**src/rtl/pll_seq_pkg.sv**
```systemverilog
// pll_seq_pkg: shared sequencer state type, relock counter width and
// counter-width helper for pll_lock_sequencer.
package pll_seq_pkg;

    localparam int unsigned RELOCK_W = 8;

    typedef enum logic [2:0] {
        PLL_RST,
        WAIT_LOCK,
        STABLE,
        RUN,
        FAIL
    } seq_state_t;

    // Keeps degenerate parameters (1) from producing zero-width counters.
    function automatic int unsigned cnt_w(input int unsigned n);
        return (n > 1) ? $clog2(n) : 1;
    endfunction

endpackage

```
**src/rtl/sync_2ff.sv**
```systemverilog
// sync_2ff: two-flop synchronizer for a single asynchronous level input,
// cleared by the synchronous block reset.
module sync_2ff (
    input  logic clk,
    input  logic reset,
    input  logic d,
    output logic q
);

    logic meta;

    always_ff @(posedge clk) begin
        if (reset) begin
            meta <= 1'b0;
            q    <= 1'b0;
        end else begin
            meta <= d;
            q    <= meta;
        end
    end

endmodule

```
**src/rtl/pll_lock_sequencer.sv**
```systemverilog
// pll_lock_sequencer: rPLL reset pulse, lock wait with retry/timeout, stability
// window and lock-loss recovery. Define PLL_SEQ_RELOCK_COUNT_EN for relock_count.
module pll_lock_sequencer
    import pll_seq_pkg::*;
#(
    parameter int unsigned RST_CYCLES    = 16,
    parameter int unsigned LOCK_TIMEOUT  = 65535,
    parameter int unsigned STABLE_CYCLES = 1024,
    parameter int unsigned MAX_RETRIES   = 3
) (
    input  logic                clk,
    input  logic                reset,
    input  logic                pll_lock,
    output logic                pll_reset,
    output logic                sys_reset,
    output logic                ready,
    output logic                error,
    output logic [RELOCK_W-1:0] relock_count
);

    localparam int unsigned RST_W = cnt_w(RST_CYCLES);
    localparam int unsigned TMO_W = cnt_w(LOCK_TIMEOUT);
    localparam int unsigned STB_W = cnt_w(STABLE_CYCLES);
    localparam int unsigned RTY_W = cnt_w(MAX_RETRIES);

    localparam logic [RST_W-1:0] RST_LAST = RST_W'(RST_CYCLES - 1);
    localparam logic [TMO_W-1:0] TMO_LAST = TMO_W'(LOCK_TIMEOUT - 1);
    localparam logic [STB_W-1:0] STB_LAST = STB_W'(STABLE_CYCLES - 1);
    localparam logic [RTY_W-1:0] RTY_LAST = RTY_W'(MAX_RETRIES - 1);

    seq_state_t       state, state_nxt;
    logic [RST_W-1:0] rst_cnt, rst_cnt_nxt;
    logic [TMO_W-1:0] tmo_cnt, tmo_cnt_nxt;
    logic [STB_W-1:0] stb_cnt, stb_cnt_nxt;
    logic [RTY_W-1:0] retry_cnt, retry_cnt_nxt;
    logic             lock_s;

    sync_2ff u_lock_sync (
        .clk   (clk),
        .reset (reset),
        .d     (pll_lock),
        .q     (lock_s)
    );

    always_comb begin
        state_nxt     = state;
        rst_cnt_nxt   = rst_cnt;
        tmo_cnt_nxt   = tmo_cnt;
        stb_cnt_nxt   = stb_cnt;
        retry_cnt_nxt = retry_cnt;
        case (state)
            PLL_RST: begin
                if (rst_cnt == RST_LAST) begin
                    state_nxt   = WAIT_LOCK;
                    tmo_cnt_nxt = '0;
                end else begin
                    rst_cnt_nxt = rst_cnt + RST_W'(1);
                end
            end
            WAIT_LOCK: begin
                // A lock seen on the timeout cycle still wins over the retry.
                if (lock_s) begin
                    state_nxt   = STABLE;
                    stb_cnt_nxt = '0;
                end else if (tmo_cnt == TMO_LAST) begin
                    if (retry_cnt == RTY_LAST) begin
                        state_nxt = FAIL;
                    end else begin
                        state_nxt     = PLL_RST;
                        rst_cnt_nxt   = '0;
                        retry_cnt_nxt = retry_cnt + RTY_W'(1);
                    end
                end else begin
                    tmo_cnt_nxt = tmo_cnt + TMO_W'(1);
                end
            end
            STABLE: begin
                if (!lock_s) begin
                    state_nxt   = WAIT_LOCK;
                    tmo_cnt_nxt = '0;
                end else if (stb_cnt == STB_LAST) begin
                    state_nxt = RUN;
                end else begin
                    stb_cnt_nxt = stb_cnt + STB_W'(1);
                end
            end
            RUN: begin
                retry_cnt_nxt = '0;
                if (!lock_s) begin
                    state_nxt   = PLL_RST;
                    rst_cnt_nxt = '0;
                end
            end
            FAIL: begin
                state_nxt = FAIL;
            end
            default: begin
                state_nxt   = PLL_RST;
                rst_cnt_nxt = '0;
            end
        endcase
    end

    // Outputs decode the next state so they change on the same edge as state.
    always_ff @(posedge clk) begin
        if (reset) begin
            state     <= PLL_RST;
            rst_cnt   <= '0;
            tmo_cnt   <= '0;
            stb_cnt   <= '0;
            retry_cnt <= '0;
            pll_reset <= 1'b1;
            sys_reset <= 1'b1;
            ready     <= 1'b0;
            error     <= 1'b0;
        end else begin
            state     <= state_nxt;
            rst_cnt   <= rst_cnt_nxt;
            tmo_cnt   <= tmo_cnt_nxt;
            stb_cnt   <= stb_cnt_nxt;
            retry_cnt <= retry_cnt_nxt;
            pll_reset <= (state_nxt == PLL_RST) || (state_nxt == FAIL);
            sys_reset <= (state_nxt != RUN);
            ready     <= (state_nxt == RUN);
            error     <= (state_nxt == FAIL);
        end
    end

`ifdef PLL_SEQ_RELOCK_COUNT_EN
    logic                relock_evt;
    logic [RELOCK_W-1:0] relock_q;

    assign relock_evt = (state == RUN) && !lock_s;

    always_ff @(posedge clk) begin
        if (reset) begin
            relock_q <= '0;
        end else if (relock_evt && (relock_q != '1)) begin
            relock_q <= relock_q + RELOCK_W'(1);
        end
    end

    assign relock_count = relock_q;
`else
    assign relock_count = '0;
`endif

endmodule

```
**config.mk**
```make
export PLATFORM = sky130hd
export DESIGN_NAME = pll_lock_sequencer
export DESIGN_NICKNAME = d
export VERILOG_FILES = /design/src/rtl/pll_seq_pkg.sv /design/src/rtl/sync_2ff.sv /design/src/rtl/pll_lock_sequencer.sv
export SDC_FILE = /design/constraint.sdc
export NUM_CORES = 1
export LEC_CHECK = 0
export BUFFER_PORTS_ARGS = -buffer_cell sky130_fd_sc_hd__buf_2
export CORE_ASPECT_RATIO = 1.25
export CORE_MARGIN = 2
export CORE_UTILIZATION = 30
export CTS_CLUSTER_DIAMETER = 200
export DETAILED_ROUTE_END_ITERATION = 10
export SLEW_MARGIN = 15
export SYNTH_ARGS = -nofsm -noshare
export SYNTH_HDL_FRONTEND = slang
export SYNTH_SLANG_ARGS = --single-unit
export TNS_END_PERCENT = 100
```
**constraint.sdc**
```tcl
create_clock -name clk -period 3.5 [get_ports clk]
set_clock_uncertainty 0.05 [all_clocks]
set_input_delay 0.175 -clock clk [delete_from_list [all_inputs] [get_ports clk]]
set_output_delay 0.175 -clock clk [all_outputs]
set_load 0.05 [all_outputs]
```
* Yosys cells after proc, flatten, opt, wreduce, memory -nomap -nowiden
Index checks and enable logic that the tools add are counted.
Storage, ports and cells: bits in registers 41, output and inout bits 12, logic and storage cells 76
Operators by class: add/subtract/negate cells 4, equal/unequal tests 22, mux-type cells 27, bitwise gates (word level) 1, reduce and logical (&&, ||, !) cells 11
Operator list (number):
- $mux 16 | 4
- $pmux 16 s3 | 1
- $mux 10 | 3
- $mux 3 | 7
- $mux 4 | 5
- $pmux 10 s2 | 1
- $ne 2x2->1 const B | 9
- $add 16x1->16 const B | 1
- $eq 16x16->1 const B | 1
- $pmux 4 s4 | 1
- $pmux 3 s5 | 1
- $add 10x1->10 const B | 1
- $eq 10x10->1 const B | 1
- $eq 3x2->1 const B | 3
- $reduce_and 4->1 | 2
- $eq 3x3->1 const B | 2
- $logic_not 3->1 | 2
- $mux 2 | 3
- $reduce_and 6->1 | 1
- $reduce_and 5->1 | 1
- $add 4x1->4 const B | 1
- $eq 4x4->1 const B | 1
- $ne 2x1->1 const B | 2
- $pmux 2 s2 | 1
- 9 further kinds | 10

* Depth between registers and ports, before layout
Gate-level depths: netlist of run 1.
depth after elaboration 7, depth in mapped cells 8

* By module
A second synthesis of run 1 with hierarchy kept.
Unflattened totals: cell total of the unflattened synthesis 255, area, all modules 2220.9 um2
By module, submodules not included:
- pll_lock_sequencer | instances 1, cells each 251, area an instance 2168.3 um2, seq. area each 780.7 um2
- sync_2ff | instances 1, cells each 4, area an instance 52.6 um2, seq. area each 40.0 um2

* Worst setup path after synthesis of run 1
OpenSTA, ideal clock, no wires.
path type register -> register, from reg state[1], to reg tmo_cnt[15], library setup time 0.070 ns, arrival time 1.937 ns, required time 3.380 ns, setup slack 1.442 ns, cell stages (with the launch flop) 7, period minus slack after synthesis 2.058 ns, cells stage by stage dfxtp_1 buf_6 or3_4 or2_4 a211o_1 or4_1 a21oi_1
On the way: word-level cells in the longest chain between the ends 3, elaborated cells on any way between the ends 10
RTL lines:
- start: declaration | RTL line pll_lock_sequencer.sv:31 | seq_state_t state, state_nxt;
- start signal: assignment | RTL line pll_lock_sequencer.sv:117 | state <= state_nxt;
- $eq 3x2->1 (tied with other cells) | RTL line pll_lock_sequencer.sv:51 | case (state)
- $ne 2x2->1 (no source line) or $reduce_bool 3->1 (tied branches)
- $reduce_and 5->1 (no source line)
- end signal: assignment | RTL line pll_lock_sequencer.sv:119 | tmo_cnt <= tmo_cnt_nxt;
- end: declaration | RTL line pll_lock_sequencer.sv:33 | logic [TMO_W-1:0] tmo_cnt, tmo_cnt_nxt;
Several ways; a longest one is shown, not always the timed one. A chain may end at the register's enable or synchronous reset.

* Final worst setup path of run 1
Ends and elaborated chain as after synthesis.

==> metrics, run 1 <==
status complete, no violations; layout cells sized above 1 0.1067; Initial Util 0.3082; initial antenna violation count 0; IO buf count 6; HPWL after detailed placement 2867 microns; crit path time final between 2 and 2.5 ns; synth warn 0; first-pass GRT wire length 6913 microns; routed vias 1713; Tot GR Track Use 0.1092; DR WL/cell between 10 and 15 microns; initial drt markers 74; Setup TNS 0 ns; DRT antenna net count 0; Gates resized, CTS repair 0; most common flop cell mapped by yosys dfxtp_1; synth unique cells 52; Synth Cell Area ~0.0021 sq mm; Cell Rows 34; Worst path max stage delay slightly above 0.7 ns; worst vdd ir between 100 and 150 uV; Die H roughly 98 microns; Clock power frac 0.431; CTS tree yes; cell internal pwr 0.6914 mW; FMAX just over 400 MHz; drt drc 0; HP Class primary input to register; H-tree levels 2; WS Path Type register to register; Ant. Diodes 0; Max clock buf depth 2; Max Slew Vio Count 0; switching share of power 0.2322; setup bufs post-CTS 0; io pins 15; Psw about 0.21 mW; synthesized flop and latch total 41; Post-synth EDFFs 0; PD cells 390.3 mW/mm^2; Hold Buf Count CTS 0; Post-Synth Adder-Cell Area 0.02927; relative slew slack 0.5818; combinational family with the most area after synthesis simple AND/OR/NAND/NOR gates; LEAKAGE approximately 0.77 nW; core outline area 0.006934 sq mm; # nets final between 200 and 300; fill cell count 730; Final Hold Vio Count 0; Reg power frac 0.526; Slew @ Worst Pin 0.6264 ns; post-synthesis xor/xnor area fraction 0.04098; Root Driver clkbuf_8; Synth Area in Compound Gates 0.1979; Initial DRT Pass Iterations 4; data required time of the worst path between 3 and 4 ns; RSZ-0062 raised after global routing no; max-cap violations 0; register area share after synthesis 0.3841; GRT overflow 0; Clock Sinks 41; kind of end point of the critical path register; period utilisation layout 0.7008; clock latency on the worst-skew pair around 0.3 ns; total routed wirelength between 4000 and 5000 microns; asr flop ratio synth 0; die area about 0.008 sq mm; Num CTS Buffers 5; Vias/cell 4.994; vias in the first global route between 1500 and 2000; post-synthesis area per instance 8.514 sq um; pre-CTS setup slack 1.113 ns; simple-gate share of the synthesized area 0.2512; GPL Wtd Cong 0.7894; Final setup viols 0; Slowest-stage cell, CP dfxtp_1; Die X around 80 microns; largest net degree at the start of global routing 24; WP data arrival 2.64 ns; CP Cell Sequence xnor2_1 -> or3_1 -> a211o_1 -> or4_1 -> a21oi_1; Post-Syn Instances 251; Combinational Power Share 0.043; Worst-path clk slew ~0.09 ns; CP Max Fanout 19; proportion of synthesized area in mux cells 0.01874; startpoint types register; Synth-to-Final Area Change 7.962%; worst setup margin between 1 and 1.5 ns
==> power by group through the flow <==
stage / sequential (mW) / clock [mW] / combinational [mW]
CTS: 0.474 / 0.403 / 0.0386
global route: 0.474 / 0.422 / 0.0420
detailed placement: 0.485 / 0 / 0.0386
floorplan: 0.484 / 0 / 0.0413
finish: 0.474 / 0.388 / 0.0386
global placement: 0.485 / 0 / 0.0383
==> logic make-up (layout without fill, tap and decap cells) <==
group	count (synthesis)	count (layout)
adders and majority gates	5	5
and+or+nand+nor	99	99
other	1	8
xor gates and xnor gates	10	10
DFF	41	41
buffers and inverters	31	26
AOI/OAI and AO/OA	60	60
muxes	4	4
==> sequential cells by signal, indices dropped and copies added, names as in the netlist <==
signal            count
tmo_cnt              16
stb_cnt              10
rst_cnt               4
state                 3
retry_cnt             2
error                 1
pll_reset             1
ready                 1
sys_reset             1
u_lock_sync.meta      1
u_lock_sync.q         1
==> synthesized netlist by cell type, types with 5 or more instances <==
master,count,area [sq um]
nand2_1,13,48.80
nand3_1,11,55.05
ha_1,5,62.56
clkbuf_1,9,33.78
nor2_1,22,82.58
xnor2_1,9,78.83
o21ai_0,9,45.04
buf_4,8,60.06
dfxtp_1,41,820.8
nand4_1,7,43.79
nand2b_1,8,50.05
a21oi_1,15,75.07
inv_1,11,41.29
a211oi_1,6,45.04
or3_1,7,43.79
==> per-stage QoR <==
stage               total power, mW  std cells  utilization  hold WS (ns)  cell area, sq um
floorplan                    0.5249        258            -        0.2532              2163
global placement             0.5230        335       0.3161        0.3389              2192
detailed placement           0.5232        335       0.3161        0.3447              2192
CTS                          0.9157        343       0.3327       0.03048              2307
global route                 0.9383        343       0.3327       0.02745              2307
finish                       0.9005        343       0.3327       0.03658              2307
==> per-layer routing <==
layer	vias to the layer above	global-route usage	wire [microns]
met1	803	0.1269	1887
met3	6	0.02773	91
met2	16	0.1907	1976
li1	888	-	-
met5	-	0	0
met4	0	0.03979	67
==> path summary, 6_finish.rpt <==
kind         slack [ns]             start          endpoint  cells after the start
min reg2reg        0.39  u_lock_sync.meta     u_lock_sync.q                      1
min                0.04          pll_lock  u_lock_sync.meta                      2
max                1.05          state[1]       tmo_cnt[15]                      5
max reg2reg        1.05          state[1]       tmo_cnt[15]                      5
==> final cells by class <==
type	instances	area [sq um]	share of cell area
clock buffers	5	68.82	0.02983
flip-flops and latches	41	820.8	0.3557
inverters	11	41.29	0.01790
repair buffers	7	37.54	0.01627
clock inverters	3	46.29	0.02007
multi-input cells	186	1180	0.5114
well taps	90	112.6	0.04881
==> cells in the final DEF, fill, tap and decap left out, drive strengths merged, types with 4 or more instances in the layout <==
| cell | count |
|---|---|
| ha | 5 |
| mux2i | 4 |
| or2 | 4 |
| o21ai | 9 |
| nor3 | 4 |
| inv | 11 |
| nand2b | 8 |
| nor2 | 22 |
| nand3 | 11 |
| xnor2 | 9 |
| a21oi | 15 |
| and2 | 4 |
| conb | 8 |
| or3 | 8 |
| or4 | 4 |
| nand2 | 13 |
| nand4 | 7 |
| dfxtp | 41 |
| clkbuf | 5 |
| a21o | 4 |
| buf | 7 |
| a211oi | 6 |
==> worst max-delay path: cells and delay by family (launching register included) <==
family / cells / cell delay, ns
and+or+nand+nor: 2 / 0.87
xor gates and xnor gates: 1 / 0.18
AOI/OAI and AO/OA: 2 / 0.57
DFF: 1 / 0.72
No activity file was read; power rests on OpenSTA's default activity.
==> inputs of run 2 (changes only) <==
- clock period: 3.5 -> 2.5 ns (I/O delays scaled with it)
==> run 2 against run 1 <==
  * Fmax rose by 8.1%
  * Cell count rose by 1.7%
  * Sequential power rose by 40%
  * Count of clock-buffer cells in the layout rose by 2
  * Worst setup slack got worse by 0.82 ns
  * Sequential share of layout area fell by 0.51 points
==> metrics, run 2 (synthesis results as in run 1) <==
Vias/cell 4.931 (was 4.994); Hold Buf Count CTS 1 (was 0); total power 1.199 mW (was 0.9005 mW); LEAKAGE 0.8012 nW (was 0.7712 nW); period utilisation layout 0.9072 (was 0.7008); drt drc 0 (unchanged); data required time of the worst path 2.68 ns (was 3.69 ns); hold path start reset (was pll_lock); RSZ-0062 raised after global routing no (unchanged); CP Cell Sequence or3b_2 -> nor4_1 -> a211o_1 -> or4_1 -> mux2i_1 (was xnor2_1 -> or3_1 -> a211o_1 -> or4_1 -> a21oi_1); layout cells sized above 1 0.1236 (was 0.1067); WP data arrival 2.45 ns (was 2.64 ns); # nets final 266 (was 260); initial drt markers 105 (was 74); reg2reg setup slack 0.23 ns (was 1.05 ns); reg2reg path depth 5 (unchanged); core outline area 0.006934 sq mm (unchanged); setup bufs post-CTS 0 (unchanged); WS Path Type register to register (unchanged); CTS tree yes (unchanged); GRT overflow 0 (unchanged); Post-DP Area 0.002230 sq mm (was 0.002192 sq mm); Max clock buf depth 2 (unchanged); Tot GR Track Use 0.1148 (was 0.1092); worst vdd ir 240.0 uV (was 137.1 uV); hold path depth 2 (unchanged); Ant. Diodes 0 (unchanged); DR WL/cell 11.92 microns (was 11.73 microns); Root Driver clkbuf_8 (unchanged); Die H 98.37 microns (unchanged); Cell Rows 34 (unchanged); Slew @ Worst Pin 0.4933 ns (was 0.6264 ns); initial antenna violation count 0 (unchanged); Setup TNS 0 ns (unchanged); kind of end point of the critical path register (unchanged); Finished Cell Area 0.002341 sq mm (was 0.002307 sq mm); commonest non-fill, non-tap cell in the layout dfxtp_1 (unchanged); HP Class primary input to register (unchanged); Num CTS Buffers 5 (unchanged); IO buf count 6 (unchanged); CP Max Fanout 12 (was 19); Die X 79.49 microns (unchanged); Final setup viols 0 (unchanged); Max Slew Vio Count 0 (unchanged); Clock Sinks 41 (unchanged); first-pass GRT wire length 7127 microns (was 6913 microns); die area 0.007819 sq mm (unchanged); Largest register FFs 16 (unchanged); status complete, no violations (unchanged); Slowest-stage cell, CP or3b_2 (was dfxtp_1); vias in the first global route 1569 (was 1543); Initial DRT Pass Iterations 4 (unchanged); DRT antenna net count 0 (unchanged); relative slew slack 0.6626 (was 0.5818); Initial Util 0.3082 (unchanged); most frequent cells in the layout 41 x dfxtp_1, 22 x nor2_1, 15 x a21oi_1, 13 x nand2_1 (unchanged); RR Startpoint state[0] (was state[1]); routed vias 1721 (was 1713); Worst R2R End tmo_cnt[14] (was tmo_cnt[15]); startpoint types register (unchanged); Top Registers tmo_cnt x16, stb_cnt x10, rst_cnt x4 (unchanged); Final Hold Vio Count 0 (unchanged); FMAX 440.9 MHz (was 407.7 MHz); max-cap violations 0 (unchanged); crit path time final 2.268 ns (was 2.453 ns); Most flops, register tmo_cnt (unchanged); hold path endpoint state[2] (was u_lock_sync.meta); total routed wirelength 4159 microns (was 4022 microns); PD cells 512.2 mW/mm^2 (was 390.3 mW/mm^2); GPL Wtd Cong 0.8138 (was 0.7894); io pins 15 (unchanged); Synth-to-Final Area Change 9.544% (was 7.962%); H-tree levels 2 (unchanged); Worst-path clk slew 0.08 ns (was 0.09 ns); Worst path max stage delay 0.51 ns (was 0.72 ns); largest net degree at the start of global routing 24 (unchanged); clock latency on the worst-skew pair 0.30 ns (about the same); Gates resized, CTS repair 0 (unchanged); HPWL after detailed placement 3022 microns (was 2867 microns)
## run 2: worst max path at each step
stage / start / to / slack [ns] / cells after the start
final: state[0] / tmo_cnt[14] / 0.23 / 5
after global routing: state[0] / tmo_cnt[14] / 0.06 / 5
after CTS: state[0] / tmo_cnt[14] / 0.24 / 5
after detailed placement: state[0] / tmo_cnt[14] / 0.27 / 5
after floorplan: state[1] / tmo_cnt[15] / 0.44 / 6
after global placement: state[2] / tmo_cnt[14] / 0.28 / 5
## run 2: critical path: cells and delay by family (launching register included)
kind,cells,cell delay [ns]
simple gates,3,1.17
flops,1,0.43
mux,1,0.18
compound gates,1,0.36
## run 2: metrics by stage
stage | util | std cells | hold slack [ns] | worst slack (ns)
after detailed placement | 0.3215 | 340 | 0.2950 | 0.2693
after floorplan | - | 258 | 0.2032 | 0.4422
after CTS | 0.3376 | 349 | 0.1567 | 0.2354
final | 0.3376 | 349 | 0.1583 | 0.2320
after global routing | 0.3376 | 349 | 0.1910 | 0.05980
after global placement | 0.3215 | 340 | 0.2874 | 0.2839
## run 2: per-layer routing
metal  global-route usage  vias up  share of wire
li1                     -      900              -
met1               0.1306      794           0.45
met2               0.1939       18           0.49
met3              0.02773        9          0.029
met4              0.06366        0          0.030
met5                    0        -              0
## run 2: layout make-up
cell class              count  area (sq um)
well taps                  90         112.6
fillers                   718          4593
repair buffers             13         85.08
flip-flops and latches     41         820.8
clock buffers               7         96.34
clock inverters             1         5.005
multi-input cells         186          1180
inverters                  11         41.29
## run 2: power by group
part	switching [mW]	internal (mW)	leakage, nW
logic	0.0431	0.0120	0.416
registers	0.00482	0.658	0.331
clock network	0.231	0.250	0.0542
==> inputs of run 3 (changes only) <==
- GPL_TIMING_DRIVEN: unset -> 0
==> run 3 against run 2 <==
  * Global-route usage is 0.59 points higher
  * First-iteration DRC count shrank 18%
  * Worst setup slack improved by 0.073 ns
  * Highest routed layer unchanged
  * Via count grew 3.7%
  * Count of clock-buffer cells in the layout fell by 1
  * Non-clock buffer count is 13 higher
  * Wire length grew 4.4%
==> metrics, run 3 (synthesis results as in run 1) <==
total power 1.155 mW (was 1.199 mW); Max Slew Vio Count 0 (unchanged); FMAX 455.5 MHz (was 440.9 MHz); hold path depth 2 (unchanged); WS Path Type register to register (unchanged); initial antenna violation count 0 (unchanged); largest net degree at the start of global routing 13 (was 24); Max clock buf depth 2 (unchanged); CP Cell Sequence ha_1 -> and3_1 -> a31o_2 -> clkbuf_1 -> a2111oi_0 -> xnor2_1 -> nor2_1 (was or3b_2 -> nor4_1 -> a211o_1 -> or4_1 -> mux2i_1); hold path endpoint u_lock_sync.meta (was state[2]); startpoint types register (unchanged); Die X 79.49 microns (unchanged); Cell Rows 34 (unchanged); clock latency on the worst-skew pair 0.30 ns (about the same); GPL Wtd Cong 0.8243 (was 0.8138); Setup TNS 0 ns (unchanged); worst setup path start stb_cnt[0] (was state[0]); setup bufs post-CTS 0 (unchanged); die area 0.007819 sq mm (unchanged); IO buf count 6 (unchanged); Top Registers tmo_cnt x16, stb_cnt x10, rst_cnt x4 (unchanged); data required time of the worst path 2.63 ns (was 2.68 ns); CP Max Fanout 9 (was 12); worst setup margin 0.3046 ns (was 0.2320 ns); vias in the first global route 1675 (was 1569); RSZ-0062 raised after global routing no (unchanged); total routed wirelength 4340 microns (was 4159 microns); Most flops, register tmo_cnt (unchanged); Vias/cell 4.931 (about the same); most frequent cells in the layout 41 x dfxtp_1, 22 x nor2_1, 15 x a21oi_1, 13 x nand2_1 (unchanged); status complete, no violations (unchanged); HP Class primary input to register (unchanged); Tot GR Track Use 0.1207 (was 0.1148); max-cap violations 0 (unchanged); Die H 98.37 microns (unchanged); Initial DRT Pass Iterations 4 (unchanged); WP data arrival 2.33 ns (was 2.45 ns); reg2reg path depth 7 (was 5); first-pass GRT wire length 7638 microns (was 7127 microns); Root Driver clkbuf_8 (unchanged); layout cells sized above 1 0.1324 (was 0.1236); hold path start pll_lock (was reset); reg2reg setup slack 0.30 ns (was 0.23 ns); kind of end point of the critical path register (unchanged); DR WL/cell 11.99 microns (was 11.92 microns); Slew @ Worst Pin 0.5865 ns (was 0.4933 ns); HPWL after detailed placement 3215 microns (was 3022 microns); commonest non-fill, non-tap cell in the layout dfxtp_1 (unchanged); Register Area 820.8 sq um (unchanged); io pins 15 (unchanged); Synth-to-Final Area Change 11.77% (was 9.544%); Final setup viols 0 (unchanged); Worst-path clk slew 0.09 ns (was 0.08 ns); Worst R2R End stb_cnt[9] (was tmo_cnt[14]); initial drt markers 86 (was 105); # nets final 279 (was 266); Multi-input gate area 0.001180 sq mm (unchanged); Slowest-stage cell, CP a2111oi_0 (was or3b_2); Worst path max stage delay 0.53 ns (was 0.51 ns); Largest register FFs 16 (unchanged); pre-CTS setup slack 0.3198 ns (was 0.2693 ns); LEAKAGE 0.8263 nW (was 0.8012 nW); Ant. Diodes 0 (unchanged); worst vdd ir 191.8 uV (was 240.0 uV); Num CTS Buffers 5 (unchanged); DRT antenna net count 0 (unchanged); routed vias 1785 (was 1721); Gates resized, CTS repair 0 (unchanged); Final Hold Vio Count 0 (unchanged); PD cells 483.5 mW/mm^2 (was 512.2 mW/mm^2); CTS tree yes (unchanged); GRT overflow 0 (unchanged); crit path time final 2.195 ns (was 2.268 ns); H-tree levels 2 (unchanged); Hold Buf Count CTS 0 (was 1); period utilisation layout 0.8782 (was 0.9072); RR Startpoint stb_cnt[0] (was state[0]); drt drc 0 (unchanged); Clock Sinks 41 (unchanged); relative slew slack 0.6035 (was 0.6626); core outline area 0.006934 sq mm (unchanged); Initial Util 0.3082 (unchanged); fill cell count 739 (was 718)
## run 3: changes by cell type in the layout (fill, tap and decap cells not counted), moves of 2 or more
cell      before  now
clkbuf_1       0   10
buf_4          6    8
buf_6          0    2
clkbuf_8       7    5
## run 3: layer usage
metal / vias up / routed length, microns / track usage
li1: 936 / - / -
met5: - / 0 / 0
met1: 826 / 1932 / 0.1357
met4: 0 / 63 / 0.04111
met2: 18 / 2220 / 0.2172
met3: 5 / 124 / 0.03050
## run 3: cell type report
| type | count | area share |
|---|---|---|
| multi-input cells | 186 | 0.4940 |
| flip-flops and latches | 41 | 0.3436 |
| plain buffers | 20 | 0.05081 |
| well taps | 90 | 0.04715 |
| clock buffers | 6 | 0.03038 |
| inverters | 11 | 0.01729 |
| repair buffers | 6 | 0.01257 |
| clock inverters | 2 | 0.004191 |
## run 3: power by group
group | switching (mW) | internal (mW) | total, mW | leakage (nW)
Combinational | 0.0457 | 0.0206 | 0.0663 | 0.450
Sequential | 0.00497 | 0.658 | 0.663 | 0.331
Clock | 0.232 | 0.194 | 0.425 | 0.0450
## run 3: worst max-delay path by stage
stage / to / slack [ns] / depth (start not counted)
final: stb_cnt[9] / 0.30 / 7
after global routing: tmo_cnt[4] / 0.1 / 6
after CTS: rst_cnt[0] / 0.30 / 6
after detailed placement: tmo_cnt[3] / 0.32 / 6
after global placement: stb_cnt[6] / 0.27 / 7
after floorplan: tmo_cnt[15] / 0.44 / 6
## run 3: critical path: cells and delay by family (launching register included)
family                   cells  cell delay (ns)
flip-flops                   1             0.37
AND/OR/NAND/NOR              2             0.27
XOR/XNOR                     1             0.18
AO/OA/AOI/OAI                2             0.77
adder cells (fa/ha/maj)      1             0.26
buffers and inverters        1             0.19
## run 3: stage by stage
stage | util | cells | hold WS [ns] | cell area, sq um
floorplan | - | 258 | 0.2032 | 2163
global placement | 0.3326 | 354 | 0.2967 | 2306
detailed placement | 0.3326 | 354 | 0.3094 | 2306
CTS | 0.3445 | 362 | 0.0006380 | 2389
global route | 0.3445 | 362 | 0.02013 | 2389
finish | 0.3445 | 362 | 0.001420 | 2389
